### config.mk
export PLATFORM = sky130hd
export DESIGN_NAME = sobel_stream_ctrl
export DESIGN_NICKNAME = d
export VERILOG_FILES = /design/src/rtl/sobel_stream_ctrl_pkg.sv /design/src/rtl/sobel_stream_ctrl_core.sv /design/src/rtl/sobel_stream_ctrl.sv
export SDC_FILE = /design/constraint.sdc
export NUM_CORES = 1
export LEC_CHECK = 0
export CAP_MARGIN = 30
export CORE_ASPECT_RATIO = 1.5
export CORE_MARGIN = 4
export CORE_UTILIZATION = 56
export CTS_CLUSTER_DIAMETER = 80
export CTS_CLUSTER_SIZE = 40
export DETAILED_ROUTE_END_ITERATION = 10
export GPL_TIMING_DRIVEN = 0
export PLACE_DENSITY = 0.73
export SLEW_MARGIN = 30
export SYNTH_ARGS = -nofsm -noshare
export SYNTH_HDL_FRONTEND = slang
export SYNTH_SLANG_ARGS = --single-unit
### constraint.sdc
create_clock -name clk_i -period 18.8 [get_ports clk_i]
set_input_delay 4.7 -clock clk_i [delete_from_list [all_inputs] [get_ports clk_i]]
set_output_delay 4.7 -clock clk_i [all_outputs]
set_load 0.005 [all_outputs]
### src/rtl/sobel_stream_ctrl_pkg.sv
// Shared definitions for the Sobel streaming controller.
//   PIXEL_WIDTH_OUT : grayscale pixel width used on both stream sides
//   MAX_PIXEL_VAL   : 2^PIXEL_WIDTH_OUT, magnitudes at or above it saturate
//   IMG_*_DEF       : default frame geometry
//   ctrl_state_t    : controller FSM states
//   clamp_mag()     : saturates a raw |Gx|+|Gy| sum to the pixel range
package sobel_stream_ctrl_pkg;

    localparam int PIXEL_WIDTH_OUT = 8;
    localparam int MAX_PIXEL_VAL   = 256;
    localparam int IMG_WIDTH_DEF   = 16;
    localparam int IMG_HEIGHT_DEF  = 16;

    // Raw magnitude width: each gradient term is at most 4*max, the sum twice that.
    localparam int MAG_W = PIXEL_WIDTH_OUT + 4;

    typedef enum logic [1:0] {
        ST_IDLE  = 2'd0,
        ST_PRIME = 2'd1,
        ST_RUN   = 2'd2
    } ctrl_state_t;

    function automatic logic [PIXEL_WIDTH_OUT-1:0] clamp_mag(input logic [MAG_W-1:0] sum);
        if (sum >= MAG_W'(MAX_PIXEL_VAL))
            return PIXEL_WIDTH_OUT'(MAX_PIXEL_VAL - 1);
        else
            return sum[PIXEL_WIDTH_OUT-1:0];
    endfunction

endpackage

### src/rtl/sobel_stream_ctrl_core.sv
// sobel_core: purely combinational 3x3 Sobel magnitude.
//   i0..i8 : window pixels in row-major order (i0 top-left, i8 bottom-right)
//   mag    : |Gx| + |Gy|, saturated to the pixel range
module sobel_core
    import sobel_stream_ctrl_pkg::*;
(
    input  logic [PIXEL_WIDTH_OUT-1:0] i0,
    input  logic [PIXEL_WIDTH_OUT-1:0] i1,
    input  logic [PIXEL_WIDTH_OUT-1:0] i2,
    input  logic [PIXEL_WIDTH_OUT-1:0] i3,
    input  logic [PIXEL_WIDTH_OUT-1:0] i4,
    input  logic [PIXEL_WIDTH_OUT-1:0] i5,
    input  logic [PIXEL_WIDTH_OUT-1:0] i6,
    input  logic [PIXEL_WIDTH_OUT-1:0] i7,
    input  logic [PIXEL_WIDTH_OUT-1:0] i8,
    output logic [PIXEL_WIDTH_OUT-1:0] mag
);

    localparam int SW = PIXEL_WIDTH_OUT + 3;

    logic [SW-1:0]    gx_pos;
    logic [SW-1:0]    gx_neg;
    logic [SW-1:0]    gy_pos;
    logic [SW-1:0]    gy_neg;
    logic [SW-1:0]    abs_x;
    logic [SW-1:0]    abs_y;
    logic [MAG_W-1:0] sum;

    // The centre tap has zero weight in both kernels.
    logic unused_center;
    assign unused_center = ^i4;

    // Each gradient is split into its positive and negative kernel halves so
    // the absolute value is a compare-and-subtract on unsigned values.
    always_comb begin
        gx_pos = SW'(i2) + SW'({i5, 1'b0}) + SW'(i8);
        gx_neg = SW'(i0) + SW'({i3, 1'b0}) + SW'(i6);
        gy_pos = SW'(i6) + SW'({i7, 1'b0}) + SW'(i8);
        gy_neg = SW'(i0) + SW'({i1, 1'b0}) + SW'(i2);
        abs_x  = (gx_pos >= gx_neg) ? (gx_pos - gx_neg) : (gx_neg - gx_pos);
        abs_y  = (gy_pos >= gy_neg) ? (gy_pos - gy_neg) : (gy_neg - gy_pos);
        sum    = MAG_W'(abs_x) + MAG_W'(abs_y);
        mag    = clamp_mag(sum);
    end

endmodule

### src/rtl/sobel_stream_ctrl.sv
// sobel_stream_ctrl: sequences sobel_core across a raster-scan frame.
//   clk_i, nreset_i : clock (rising edge) and async active-low reset
//   in_valid_i / in_ready_o / in_pixel_i / sof_i : pixel input stream,
//       sof_i marks the current pixel as frame position (0,0)
//   out_valid_o / out_ready_i / out_pixel_o : registered edge magnitude stream
//   frame_done_o : one-cycle pulse after the last pixel of a frame is accepted
module sobel_stream_ctrl
    import sobel_stream_ctrl_pkg::*;
#(
    parameter int IMG_WIDTH  = IMG_WIDTH_DEF,
    parameter int IMG_HEIGHT = IMG_HEIGHT_DEF
) (
    input  logic                       clk_i,
    input  logic                       nreset_i,
    input  logic                       in_valid_i,
    output logic                       in_ready_o,
    input  logic [PIXEL_WIDTH_OUT-1:0] in_pixel_i,
    input  logic                       sof_i,
    output logic                       out_valid_o,
    input  logic                       out_ready_i,
    output logic [PIXEL_WIDTH_OUT-1:0] out_pixel_o,
    output logic                       frame_done_o
);

    localparam int COL_W = $clog2(IMG_WIDTH);
    localparam int ROW_W = $clog2(IMG_HEIGHT);
    localparam logic [COL_W-1:0] LAST_COL = COL_W'(IMG_WIDTH - 1);
    localparam logic [ROW_W-1:0] LAST_ROW = ROW_W'(IMG_HEIGHT - 1);

    ctrl_state_t state;
    logic [COL_W-1:0] col;
    logic [ROW_W-1:0] row;

    logic [PIXEL_WIDTH_OUT-1:0] lb0 [IMG_WIDTH];
    logic [PIXEL_WIDTH_OUT-1:0] lb1 [IMG_WIDTH];
    logic [PIXEL_WIDTH_OUT-1:0] win [3][3];

    logic                       accept;
    logic                       take;
    logic [COL_W-1:0]           eff_col;
    logic [ROW_W-1:0]           eff_row;
    logic [COL_W-1:0]           next_col;
    logic [ROW_W-1:0]           next_row;
    logic                       line_end;
    logic                       frame_end;
    logic                       load;
    logic [PIXEL_WIDTH_OUT-1:0] top_new;
    logic [PIXEL_WIDTH_OUT-1:0] mid_new;
    logic [PIXEL_WIDTH_OUT-1:0] core_mag;

    assign in_ready_o = !out_valid_o || out_ready_i;
    assign accept     = in_valid_i && in_ready_o;

    // In IDLE, only a start-of-frame pixel is processed; everything else is
    // accepted and dropped. A sof pixel in any state restarts at (0,0).
    always_comb begin
        take      = accept && (sof_i || (state != ST_IDLE));
        eff_col   = sof_i ? '0 : col;
        eff_row   = sof_i ? '0 : row;
        line_end  = (eff_col == LAST_COL);
        frame_end = line_end && (eff_row == LAST_ROW);
        next_col  = line_end ? '0 : eff_col + COL_W'(1);
        next_row  = eff_row;
        if (line_end)
            next_row = frame_end ? '0 : eff_row + ROW_W'(1);
        load      = take && (eff_row >= ROW_W'(2)) && (eff_col >= COL_W'(2));
        top_new   = lb0[eff_col];
        mid_new   = lb1[eff_col];
    end

    // Core sees the window as it will be after this pixel shifts in.
    sobel_core u_core (
        .i0  (win[0][1]),
        .i1  (win[0][2]),
        .i2  (top_new),
        .i3  (win[1][1]),
        .i4  (win[1][2]),
        .i5  (mid_new),
        .i6  (win[2][1]),
        .i7  (win[2][2]),
        .i8  (in_pixel_i),
        .mag (core_mag)
    );

    // Line buffers carry no reset: each entry is written on row 0/1 before
    // any window that reads it can produce an output.
    always_ff @(posedge clk_i) begin
        if (take) begin
            lb0[eff_col] <= mid_new;
            lb1[eff_col] <= in_pixel_i;
        end
    end

    // FSM, raster counters, window and output register.
    always_ff @(posedge clk_i or negedge nreset_i) begin
        if (!nreset_i) begin
            state        <= ST_IDLE;
            col          <= '0;
            row          <= '0;
            out_valid_o  <= 1'b0;
            out_pixel_o  <= '0;
            frame_done_o <= 1'b0;
            for (int r = 0; r < 3; r++)
                for (int c = 0; c < 3; c++)
                    win[r][c] <= '0;
        end else begin
            frame_done_o <= 1'b0;

            // A downstream handshake empties the slot unless a new result
            // lands in the same cycle, which the load below overrides.
            if (out_valid_o && out_ready_i)
                out_valid_o <= 1'b0;

            if (take) begin
                for (int r = 0; r < 3; r++) begin
                    win[r][0] <= win[r][1];
                    win[r][1] <= win[r][2];
                end
                win[0][2] <= top_new;
                win[1][2] <= mid_new;
                win[2][2] <= in_pixel_i;

                col <= next_col;
                row <= next_row;

                if (load) begin
                    out_pixel_o <= core_mag;
                    out_valid_o <= 1'b1;
                end

                if (sof_i) begin
                    state <= ST_PRIME;
                end else begin
                    case (state)
                        ST_PRIME: begin
                            if (line_end && (eff_row == ROW_W'(1)))
                                state <= ST_RUN;
                        end
                        ST_RUN: begin
                            if (frame_end) begin
                                state        <= ST_IDLE;
                                frame_done_o <= 1'b1;
                            end
                        end
                        default: state <= ST_IDLE;
                    endcase
                end
            end
        end
    end

endmodule

* Yosys cells after proc, flatten, opt, wreduce, memory -nomap -nowiden
Memory sizes are Yosys's and may differ from the RTL's.
Cells that the tools add are included.
** Storage, ports and cells
- Register bits :: 68
- RAM bits :: 256
- Input port bits :: 13
- Output and inout port bits :: 11
- Word-level logic and storage cells :: 75
- Memories :: 2
** Cells by class
- Add/subtract/negate cells :: 15
- Order comparisons :: 5
- Equality and inequality tests :: 7
- Multiplexer cells :: 21
- Reductions and logical operators :: 13
** Memory list
- lb0 :: depth 16, bits a word 8, read ports 1, clocked after memory_dff 0, wr ports 1, line sobel_stream_ctrl.sv:34 : logic [PIXEL_WIDTH_OUT-1:0] lb0 [IMG_WIDTH];
- lb1 :: depth 16, bits a word 8, read ports 1, clocked after memory_dff 0, wr ports 1, line sobel_stream_ctrl.sv:35 : logic [PIXEL_WIDTH_OUT-1:0] lb1 [IMG_WIDTH];
** Operators by type and width (number)
- 11-bit by 8-bit adder with 11-bit output :: 4
- 11-bit subtractor :: 4
- 8-bit by 9-bit adder with 10-bit output :: 4
- 11-bit >= comparator :: 2
- 11-bit 2-to-1 mux :: 2
- 4-bit 2-to-1 mux :: 5
- 11-bit by 11-bit adder with 12-bit output :: 1
- 12-bit by 9-bit >= comparator with 1-bit output (second input constant) :: 1
- 1-bit 2-to-1 mux :: 9
- 4-bit by 1-bit adder with 4-bit output (second input constant) :: 2
- 4-bit equality test (second input constant) :: 2
- 4-bit by 2-bit >= comparator with 1-bit output (second input constant) :: 2
- 8-bit 2-to-1 mux :: 1
- 1-bit logical AND :: 7
- 2-bit 2-to-1 mux :: 3
- 3-bit inequality test (second input constant) :: 2
- 4-bit by 1-bit equality test with 1-bit output (second input constant) :: 1
- 2-bit one-hot mux with 2 select lines :: 1
- 3-bit AND reduction :: 1
- 2-bit by 1-bit equality test with 1-bit output (second input constant) :: 1
- 2-bit equality test (second input constant) :: 1
- 1-bit logical OR :: 2
- 2-bit AND reduction :: 1
- 2-bit nonzero test :: 1
- 1-bit logical NOT :: 1

* Depth between registers and ports, before layout
Gate-level depths: netlist of the first run.
An unclocked memory read counts as a cell.
- Word-level depth :: 9
- Depth in mapped cells :: 42
- Gate-level depth less buffers :: 36

* By module
A second synthesis of the first run with hierarchy kept.
** Second synthesis, totals
- Cells, all modules :: 1421
- Area, all modules :: 17282.8 um^2
** By module, submodules not included
- sobel_stream_ctrl :: times used 1, cells each 908, area each 13038.8 um^2, seq. area each 9389.0 um^2
- sobel_core :: times used 1, cells each 513, area each 4244.1 um^2, seq. area each 0.0 um^2

* Worst setup path before layout of the first run
OpenSTA, ideal clock, no wires.
- Path kind :: input to register
- Start point :: input sof_i
- End point :: register out_pixel_o[0]
- Library setup time :: 0.121 ns
- Data arrival time :: 12.006 ns
- Required time :: 18.679 ns
- Setup slack :: 6.673 ns
- Stages on the path :: 36
- Buffers on the path :: 5
- Path through :: nor2b_1 > buf_2 > buf_2 > buf_2 > nand2_1 > nand3_1 > a21oi_1 > a2111oi_2 > ha_1 > a21o_1 > a21oi_2 > o21ai_1 > nor2_1 > xnor2_1 > ha_1 > or3_1 > o21ai_0 > a21oi_1 > xnor2_2 > xnor2_1 > ha_1 > buf_2 > a211oi_1 > nor2_1 > a211o_1 > a31oi_2 > buf_4 > mux2_2 > ha_1 > a211oi_2 > nor4_1 > or2_1 > or4_1 > o211ai_1 > nand3_2 > o22a_1
** Between the ends
- Cells in the longest elaborated chain, start to end :: 9
- Elaborated cells on any way between the ends :: 25
- Classes of those cells :: add/sub: 8; order compare: 5; mux: 5; reduce/logical: 5; memory: 2
** Ends and longest elaborated chain
- from (decl) :: line sobel_stream_ctrl.sv:18 : input logic sof_i,
- 4-bit 2-to-1 mux (*) :: line sobel_stream_ctrl.sv:58 : eff_col = sof_i ? '0 : col;
- memory 16 x 8 bit (*)
- net mid_new[1] :: line sobel_stream_ctrl.sv:48 : logic [PIXEL_WIDTH_OUT-1:0] mid_new;
- 8-bit by 9-bit adder with 10-bit output (*) :: line sobel_stream_ctrl_core.sv:36 : gx_pos = SW'(i2) + SW'({i5, 1'b0}) + SW'(i8);
- 11-bit by 8-bit adder with 11-bit output (*) :: line sobel_stream_ctrl_core.sv:36
- 11-bit subtractor or 11-bit >= comparator (tied branches) :: line sobel_stream_ctrl_core.sv:40 : abs_x = (gx_pos >= gx_neg) ? (gx_pos - gx_neg) : (gx_neg - gx_pos);
- 11-bit 2-to-1 mux (*) :: line sobel_stream_ctrl_core.sv:40
- 11-bit by 11-bit adder with 12-bit output (*) :: line sobel_stream_ctrl_core.sv:42 : sum = MAG_W'(abs_x) + MAG_W'(abs_y);
- 12-bit by 9-bit >= comparator with 1-bit output :: line sobel_stream_ctrl_pkg.sv:24 : if (sum >= MAG_W'(MAX_PIXEL_VAL))
- 8-bit 2-to-1 mux (*) :: line sobel_stream_ctrl_pkg.sv:24
- to (signal assigned) :: line sobel_stream_ctrl.sv:127 : out_pixel_o <= core_mag;
- to (decl) :: line sobel_stream_ctrl.sv:21 : output logic [PIXEL_WIDTH_OUT-1:0] out_pixel_o,
The timed path passes the listed nets; every way through them passes the cells marked *.
A chain may end at the register's enable or synchronous reset.

* Worst setup path in the final report of the first run
- Start point :: input sof_i
- End point :: register out_pixel_o[1]
The elaborated chain is that of the path after synthesis.

==> impl_metrics.py, run 1 <==
metrics = {
    "synthesis": {
        "yosys_warnings": 0,
        "syn_inst": 1608,
        "synth_cell_types": 77,
        "avgSynthCellArea_um2": 11.1,
        "async_flop_share_pct": 21.0,
        "synth_top_area_share_pct": 43.0,
        "netlist_area_um2": 17900,
        "synth_nets": 1754,
        "synth-edff-count": 256,
        "synth_flop_cell": "edfxtp_1",
        "ys_seq_area_share_pct": 52.5,
        "ys_top_cells_by_area": "edfxtp_1 (43%), dfrtp_1 (9.5%), ha_1 (8.4%)",
        "ys_ff_latch": 324,
        "netlist.top_cell.by_area": "edfxtp_1",
    },
    "cells_and_area": {
        "fin_nets": 1809,
        "diodes": 0,
        "area_delta_synth_final_pct": 8.74,
        "drive_above_1_share_pct": 9.16,
        "fillers": 2528,
    },
    "setup_path": {
        "crit_top_cell": "ha_1",
        "slowest_delay_ns": 0.70,
        "rr_endpoint": "out_pixel_o[1]",
        "crit_path_end_kind": "flop",
        "ff2ff_path_depth": 35,
        "path_max_fanout": 12,
        "critPathRequiredTime_ns": 19.18,
        "worstSetupPathType": "input pin to flop",
        "crit_arrival_ns": 13.99,
        "critPathSlowestCell": "clkbuf_1",
        "rrSetupSlack_ns": 9.37,
        "worst_setup_path_start_kind": "input pin",
        "rr_startpoint": "col[3]",
    },
    "sta": {
        "fin_crit_sh_pct": 72.4,
        "fin_ws_ns": 5.19,
        "hold_viol": 0,
        "max_freq_ghz": 0.0735,
        "slew_headroom_pct": 36.7,
        "rsz0062_at_grt": "no",
        "tightest_slew_ns": 0.947,
        "finalSetupTns_ns": 0,
        "slew_viol_final": 0,
        "clock_skew_ns": 0.0573,
        "period_needed_ns": 13.61,
        "setup_violations": 0,
    },
    "routing": {
        "vias_per_cell": 6.13,
        "wl_mm": 47.2,
        "drtIter0Drc": 913,
        "dr_total_vias": 12700,
        "drt-pass1-iter-count": 5,
        "wl_per_cell_um": 22.7,
        "drc": 0,
        "ant_nets": 0,
    },
    "clock_tree": {
        "post-cts-setup-buffers": 0,
        "cts.sinks": 324,
        "tritoncts": "done",
        "h-tree-depth": 1,
        "clk_latency_ns": 0.54,
        "path_clk_slew_ns": 0.14,
        "clockBufferDepth": 3,
        "cts-resized-gates": 0,
        "cts_inserted_buffers": 13,
        "hold_buffers": 0,
        "cts-root-buf": "clkbuf_16",
    },
    "hold_path": {
        "hold_depth": 2,
        "hp-class": "flop to flop",
        "min_from": "win[25]",
        "min_delay_worst_endpoint": "win[33]",
    },
    "global_route": {
        "first_global_vias": 13100,
        "grt_pass1_wl_mm": 73.0,
        "grt_use_total_pct": 27.0,
        "overflow": 0,
        "grt_max_degree": 49,
        "antenna_found_initial": 0,
    },
    "die": {
        "die_area_um2": 34900,
        "design.core.area_um2": 31200,
        "num_rows": 79,
        "die_w_um": 154,
        "die_h_um": 227,
        "num_io_pins": 24,
        "start_util_pct": 57.2,
    },
    "outcome": {
        "status": "finished, final reports clean",
    },
    "placement": {
        "gp_congestion": 0.894,
        "numPortBuffers": 23,
        "dp_hpwl_mm": 35.2,
        "dp_worst_setup_slack_ns": 4.72,
    },
    "run": {
        "max_cap_viol_count": 0,
    },
}
[placed cells by master, fill, tap and decap left out, types with 12 or more instances in the layout]
cell type and instances:
clkbuf_1 22, a211oi_1 44, fa_1 13, nor2b_1 47
xnor2_1 48, clkdlybuf4s50_1 22, nand2_1 284, buf_2 38
a311oi_1 25, clkbuf_16 13, nor2_1 83, nand2b_1 17
nand3_1 36, mux2_2 12, mux2i_1 32, dfrtp_1 68
ha_1 120, xor2_1 32, o21ai_0 45, o21a_1 15
nor3_1 20, a21oi_1 74, a31oi_1 23, edfxtp_1 256
a21o_1 29, inv_1 58
[registers in the layout, summed over array words and instances (netlist names)]
signal	count
col	4
frame_done_o	1
lb0	128
lb1	128
out_pixel_o	8
out_valid_o	1
row	4
state	2
win	48
[critical path: cells and delay by family]
family | cells | cell delay (ns)
xor gates and xnor gates | 3 | 0.48
adders and majority gates | 4 | 1.14
and+or+nand+nor | 9 | 1.82
muxes | 1 | 0.39
AOI/OAI and AO/OA | 13 | 2.93
buffers and inverters | 6 | 2.54
[cell usage after synthesis, drive strengths merged, types with 6 or more instances]
library cell and instances:
inv 62, nor2b 47, mux2 13, mux2i 32, ha 120, nand3 38, edfxtp 256, nor3 20
nand2 285, or2 10, o31ai 6, xor2 32, o22a 9, mux4 7, a211oi 46, o21bai 6
and3 6, o21ai 46, o21a 15, xnor2 49, a31oi 26, a21oi 77, dfrtp 68, o22ai 10
clkbuf 17, a21o 29, a311oi 25, nand2b 17, fa 13, nor2 101, buf 56
[worst max-delay path by stage]
stage	from	cells past startpoint	to
floorplan	sof_i	36	out_pixel_o[0]
global placement	sof_i	35	out_pixel_o[0]
detailed placement	sof_i	35	out_pixel_o[1]
CTS	sof_i	35	out_pixel_o[1]
global route	sof_i	37	out_pixel_o[0]
finish	sof_i	36	out_pixel_o[1]
[layer usage]
metal	vias to the layer above	global-route usage [%]	share of wire [%]
met4	0	16.6	7.1
met1	6232	29.5	36
met3	138	2.48	4.5
met5	-	0	0
met2	430	50.3	53
li1	5916	-	-
[layout make-up]
class | count | area, um2 | share of cell area [%]
multi-input combinational | 1149 | 8050 | 41.4
timing repair buffer | 40 | 459 | 2.36
clock inverter | 4 | 85.1 | 0.438
tap | 405 | 507 | 2.61
sequential | 324 | 9390 | 48.3
inverter | 62 | 238 | 1.22
clock buffer | 18 | 344 | 1.77
buffer | 73 | 367 | 1.89
[stage by stage]
stage | hold WS [ns] | instance area, um2 | util (%) | instances
after floorplan | 0.435 | 17900 | - | 1608
after global placement | 0.451 | 18600 | 59.6 | 2036
after detailed placement | 0.456 | 19000 | 60.8 | 2053
after CTS | 0.484 | 19400 | 62.2 | 2075
after global routing | 0.501 | 19400 | 62.2 | 2075
final | 0.479 | 19400 | 62.2 | 2075
[cell families (layout without fill, tap and decap cells)]
logic type / count (synthesis) / count (layout) / synth area share, %
and+or+nand+nor: 550 / 550 / 13.7
xor gates and xnor gates: 81 / 81 / 4.01
muxes: 52 / 52 / 3.49
DFF: 324 / 324 / 52.5
adders and majority gates: 133 / 133 / 9.86
buffers and inverters: 135 / 197 / 3.38
AOI/OAI and AO/OA: 333 / 333 / 13.0
Power of run 1 is left out: the tool's default activity adds up to more than one toggle a clock period on the data nets, which glitch-free logic cannot reach.
==> run 2: changes to the inputs <==
--- a/config.mk
+++ b/config.mk
@@ -13,7 +13,7 @@
 export CTS_CLUSTER_SIZE = 40
 export DETAILED_ROUTE_END_ITERATION = 10
 export GPL_TIMING_DRIVEN = 0
-export PLACE_DENSITY = 0.73
+export PLACE_DENSITY = 0.76
 export SLEW_MARGIN = 30
 export SYNTH_ARGS = -nofsm -noshare
 export SYNTH_HDL_FRONTEND = slang
==> constraint.sdc (replaced) <==
create_clock -name clk_i -period 12.5 [get_ports clk_i]
set_input_delay 3.125 -clock clk_i [delete_from_list [all_inputs] [get_ports clk_i]]
set_output_delay 3.125 -clock clk_i [all_outputs]
set_load 0.005 [all_outputs]
==> impl_metrics.py, run 2 (synthesis gave the netlist of run 1 again) <==
metrics = {
    "routing": {
        "dr_total_vias": 12900,
        "drtIter0Drc": 1166,
        "wl_mm": 47.4,
        "ant_nets": 0,
        "vias_per_cell": 6.21,
        "wl_per_cell_um": 22.8,
        "drc": 0,
        "drt-pass1-iter-count": 5,
    },
    "global_route": {
        "grt_use_met1_pct": 29.2,
        "overflow": 0,
        "first_global_vias": 13200,
        "grt_pass1_wl_mm": 72.4,
        "top_usage_layer": "met2",
        "grt_max_degree": 49,
        "grt_use_met3_pct": 2.64,
        "antenna_found_initial": 0,
        "grt_use_total_pct": 26.9,
        "met2_usage_pct": 50.3,
    },
    "sta": {
        "setup_violations": 0,
        "tightest_slew_ns": 1.01,
        "hold_viol": 0,
        "max_freq_ghz": 0.0844,
        "slew_viol_final": 0,
        "period_needed_ns": 11.85,
        "clock_skew_ns": 0.0606,
        "slew_headroom_pct": 32.8,
        "fin_crit_sh_pct": 94.8,
        "rsz0062_at_grt": "no",
        "hold_slack_ns": 0.467,
        "fin_ws_ns": 0.655,
    },
    "setup_path": {
        "worst_setup_path_start_kind": "input pin",
        "critical_path_depth": 37,
        "ff2ff_path_depth": 36,
        "crit_arrival_ns": 12.21,
        "rr_endpoint": "out_pixel_o[7]",
        "crit_start": "sof_i",
        "path_buf_inv": 7,
        "endpoint": "out_pixel_o[7]",
        "critPathSlowestCell": "clkdlybuf4s50_1",
        "slowest_delay_ns": 0.60,
        "critPathTopFamily": "compound AO/OA/AOI/OAI gates",
        "path_max_fanout": 11,
        "rrSetupSlack_ns": 3.26,
        "rr_startpoint": "col[0]",
        "critPathRequiredTime_ns": 12.87,
        "worstSetupPathType": "input pin to flop",
        "crit_path_end_kind": "flop",
    },
    "cells_and_area": {
        "utilization_pct": 62.3,
        "drive_above_1_share_pct": 9.34,
        "register_area_um2": 9390,
        "diodes": 0,
        "mostFrequentLayoutCell": "nand2_1",
        "multi_input_area_um2": 8050,
        "final_cell_mix": "nand2_1 (284), edfxtp_1 (256), ha_1 (120)",
        "largestRegisters": "lb0 (128), lb1 (128), win (48)",
        "fillers": 2494,
        "fin_nets": 1808,
        "stdcell_area_um2": 19500,
        "area_delta_synth_final_pct": 8.95,
    },
    "die": {
        "design.core.area_um2": 31200,
        "num_rows": 79,
        "num_io_pins": 24,
        "die_w_um": 154,
        "die_h_um": 227,
        "start_util_pct": 57.2,
        "die_area_um2": 34900,
    },
    "hold_path": {
        "hp-class": "flop to flop",
    },
    "clock_tree": {
        "cts-root-buf": "clkbuf_16",
        "cts.sinks": 324,
        "h-tree-depth": 1,
        "clk_latency_ns": 0.54,
        "clockBufferDepth": 3,
        "path_clk_slew_ns": 0.14,
        "tritoncts": "done",
        "cts_inserted_buffers": 14,
    },
    "placement": {
        "numPortBuffers": 23,
        "post_dp_cell_area_um2": 18900,
        "gp_congestion": 0.911,
        "dp_worst_setup_slack_ns": -0.238,
        "dp_hpwl_mm": 34.8,
    },
    "run": {
        "max_cap_viol_count": 0,
    },
    "outcome": {
        "status": "finished, final reports clean",
    },
}
-- run 2: per-layer routing --
| layer | vias to the layer above | part of all wire (%) |
|---|---|---|
| met4 | 0 | 7.1 |
| met1 | 6258 | 35 |
| met5 | - | 0 |
| met2 | 549 | 53 |
| met3 | 167 | 5.7 |
| li1 | 5906 | - |
-- run 2: metrics by stage --
| step | setup TNS, ns | std cells |
|---|---|---|
| floorplan | 0 | 1608 |
| global placement | -4.29 | 2036 |
| detailed placement | -1.85 | 2050 |
| CTS | 0 | 2074 |
| global route | 0 | 2075 |
| finish | 0 | 2075 |
-- run 2: worst min path at each step --
stage               slack, ns  endpoint  depth (start not counted)    start
finish                   0.47   win[35]                          2  win[27]
global route             0.48   win[35]                          2  win[27]
CTS                      0.46   win[35]                          2  win[27]
detailed placement       0.46   win[33]                          2  win[25]
global placement         0.45   win[36]                          2  win[28]
floorplan                0.43   win[32]                          2  win[24]
-- run 2: repair_timing --
action / in CTS / in global routing
hold buffers: 0 / 0
setup endpoints to repair: 0 / 8
gates resized for setup: 0 / 5
buffers inserted: 0 / 0
-- run 2: final cells by class --
class	instances	area share (%)
clock buffer	19	2.00
timing repair buffer	38	2.12
tap	405	2.60
clock inverter	5	0.591
sequential	324	48.2
buffer	73	1.90
multi-input combinational	1149	41.3
inverter	62	1.22
-- run 2: worst reg2reg max path, delay by kind of cell (launching register included) --
| kind | cells | cell delay, ns |
|---|---|---|
| compound gates | 17 | 3.64 |
| xor+xnor | 2 | 0.33 |
| fa+ha+maj | 5 | 1.68 |
| buf+inv | 6 | 1.57 |
| flops | 1 | 0.42 |
| mux | 2 | 0.63 |
| simple gates | 4 | 0.78 |
Power of run 2 is left out for the same reason.
==> run 3: changes to the inputs <==
--- a/config.mk
+++ b/config.mk
@@ -6,7 +6,6 @@
 export NUM_CORES = 1
 export LEC_CHECK = 0
 export CAP_MARGIN = 30
-export CORE_ASPECT_RATIO = 1.5
 export CORE_MARGIN = 4
 export CORE_UTILIZATION = 56
 export CTS_CLUSTER_DIAMETER = 80
==> impl_metrics.py, run 3 (synthesis gave the netlist of run 1 again) <==
metrics = {
    "hold_path": {
        "hp-class": "flop to flop",
        "min_from": "win[31]",
    },
    "routing": {
        "ant_nets": 0,
        "wl_mm": 46.8,
        "dr_total_vias": 13100,
        "drc": 0,
        "drt-pass1-iter-count": 6,
        "wl_per_cell_um": 22.6,
        "drtIter0Drc": 1427,
        "vias_per_cell": 6.29,
    },
    "clock_tree": {
        "tritoncts": "done",
        "path_clk_slew_ns": 0.10,
        "cts_inserted_buffers": 16,
        "clk_latency_ns": 0.56,
        "hold_buffers": 0,
        "h-tree-depth": 1,
        "clockBufferDepth": 3,
        "cts-root-buf": "clkbuf_16",
        "cts.sinks": 324,
        "post-cts-setup-buffers": 0,
        "cts-resized-gates": 0,
    },
    "setup_path": {
        "crit_top_cell": "ha_1",
        "worstSetupPathType": "input pin to flop",
        "path_max_fanout": 10,
        "critPathRequiredTime_ns": 12.89,
        "worst_setup_path_start_kind": "input pin",
        "critPathTopFamily": "compound AO/OA/AOI/OAI gates",
        "critPathSlowestCell": "nor2_1",
        "crit_path_end_kind": "flop",
        "slowest_delay_ns": 0.63,
        "path_buf_inv": 6,
        "crit_arrival_ns": 12.28,
        "rr_startpoint": "col[1]",
        "crit_start": "sof_i",
    },
    "global_route": {
        "overflow": 0,
        "first_global_vias": 12900,
        "grt_max_degree": 47,
        "grt_use_total_pct": 26.5,
        "antenna_found_initial": 1,
        "grt_pass1_wl_mm": 72.4,
    },
    "cells_and_area": {
        "area_delta_synth_final_pct": 9.72,
        "fin_nets": 1810,
        "mostFrequentLayoutCell": "nand2_1",
        "drive_above_1_share_pct": 9.68,
        "stdcell_area_um2": 19600,
        "final_cell_mix": "nand2_1 (284), edfxtp_1 (256), ha_1 (120)",
        "utilization_pct": 62.1,
        "diodes": 0,
        "largestRegisters": "lb0 (128), lb1 (128), win (48)",
    },
    "placement": {
        "dp_hpwl_mm": 33.7,
        "gp_congestion": 0.883,
        "numPortBuffers": 23,
        "post_dp_cell_area_um2": 19000,
    },
    "die": {
        "die_w_um": 187,
        "die_h_um": 187,
        "design.core.area_um2": 31600,
        "die_area_um2": 34800,
        "start_util_pct": 56.6,
        "num_rows": 65,
        "num_io_pins": 24,
    },
    "outcome": {
        "status": "finished, final reports clean",
    },
    "sta": {
        "hold_viol": 0,
        "tightest_slew_ns": 1.01,
        "fin_crit_sh_pct": 95.1,
        "slew_headroom_pct": 32.9,
        "period_needed_ns": 11.89,
        "slew_viol_final": 0,
        "rsz0062_at_grt": "no",
        "max_freq_ghz": 0.0841,
        "clock_skew_ns": 0.0578,
        "setup_violations": 0,
    },
    "run": {
        "max_cap_viol_count": 0,
    },
}
run 3: cell types whose count changed in the layout (fill, tap and decap cells not counted), sizes merged:
cell	delta
inv	+1
clkdlybuf4s50	-1
clkinv	+3
buf	+1
run 3: final cells by class:
type	instances	area, um2
fill	2435	11900
sequential	324	9390
multi-input combinational	1149	8060
tap	402	503
clock buffer	19	433
timing repair buffer	38	433
buffer	73	368
inverter	62	238
clock inverter	9	185
run 3: path summary, 6_finish.rpt:
check / to / slack [ns] / cells after the start
setup / recovery: out_pixel_o[2] / 0.61 / 35
hold / removal: win[39] / 0.49 / 2
setup reg to reg: out_pixel_o[2] / 3.30 / 39
hold reg to reg: win[39] / 0.49 / 2
max in group asynchronous: win[31] / 9.42 / 2
min in group asynchronous: out_valid_o / 2.49 / 1
run 3: worst min-delay path: stages (launching register included):
cell and delay [ns]:
dfrtp_1 0.36, nand2_1 0.05, nand2_1 0.05
run 3: per-stage QoR:
step	TNS, ns	instances	worst slack [ns]	hold WS [ns]
after floorplan	0	1608	1.95	0.435
after global placement	-3.25	2033	-0.410	0.448
after detailed placement	0	2048	0.197	0.462
after CTS	0	2076	0.674	0.480
after global routing	0	2076	0.0785	0.501
final	0	2076	0.609	0.485
run 3: layer usage:
| layer | vias to the layer above | share of wire (%) | wire length (um) | GRT usage (%) |
|---|---|---|---|---|
| li1 | 5929 | - | - | - |
| met3 | 99 | 9.3 | 4360 | 4.64 |
| met4 | 2 | 3.1 | 1450 | 7.57 |
| met5 | - | 0.028 | 13 | 0 |
| met1 | 6406 | 41 | 19400 | 36.6 |
| met2 | 616 | 46 | 21600 | 43.5 |
Power of run 3 is left out for the same reason.
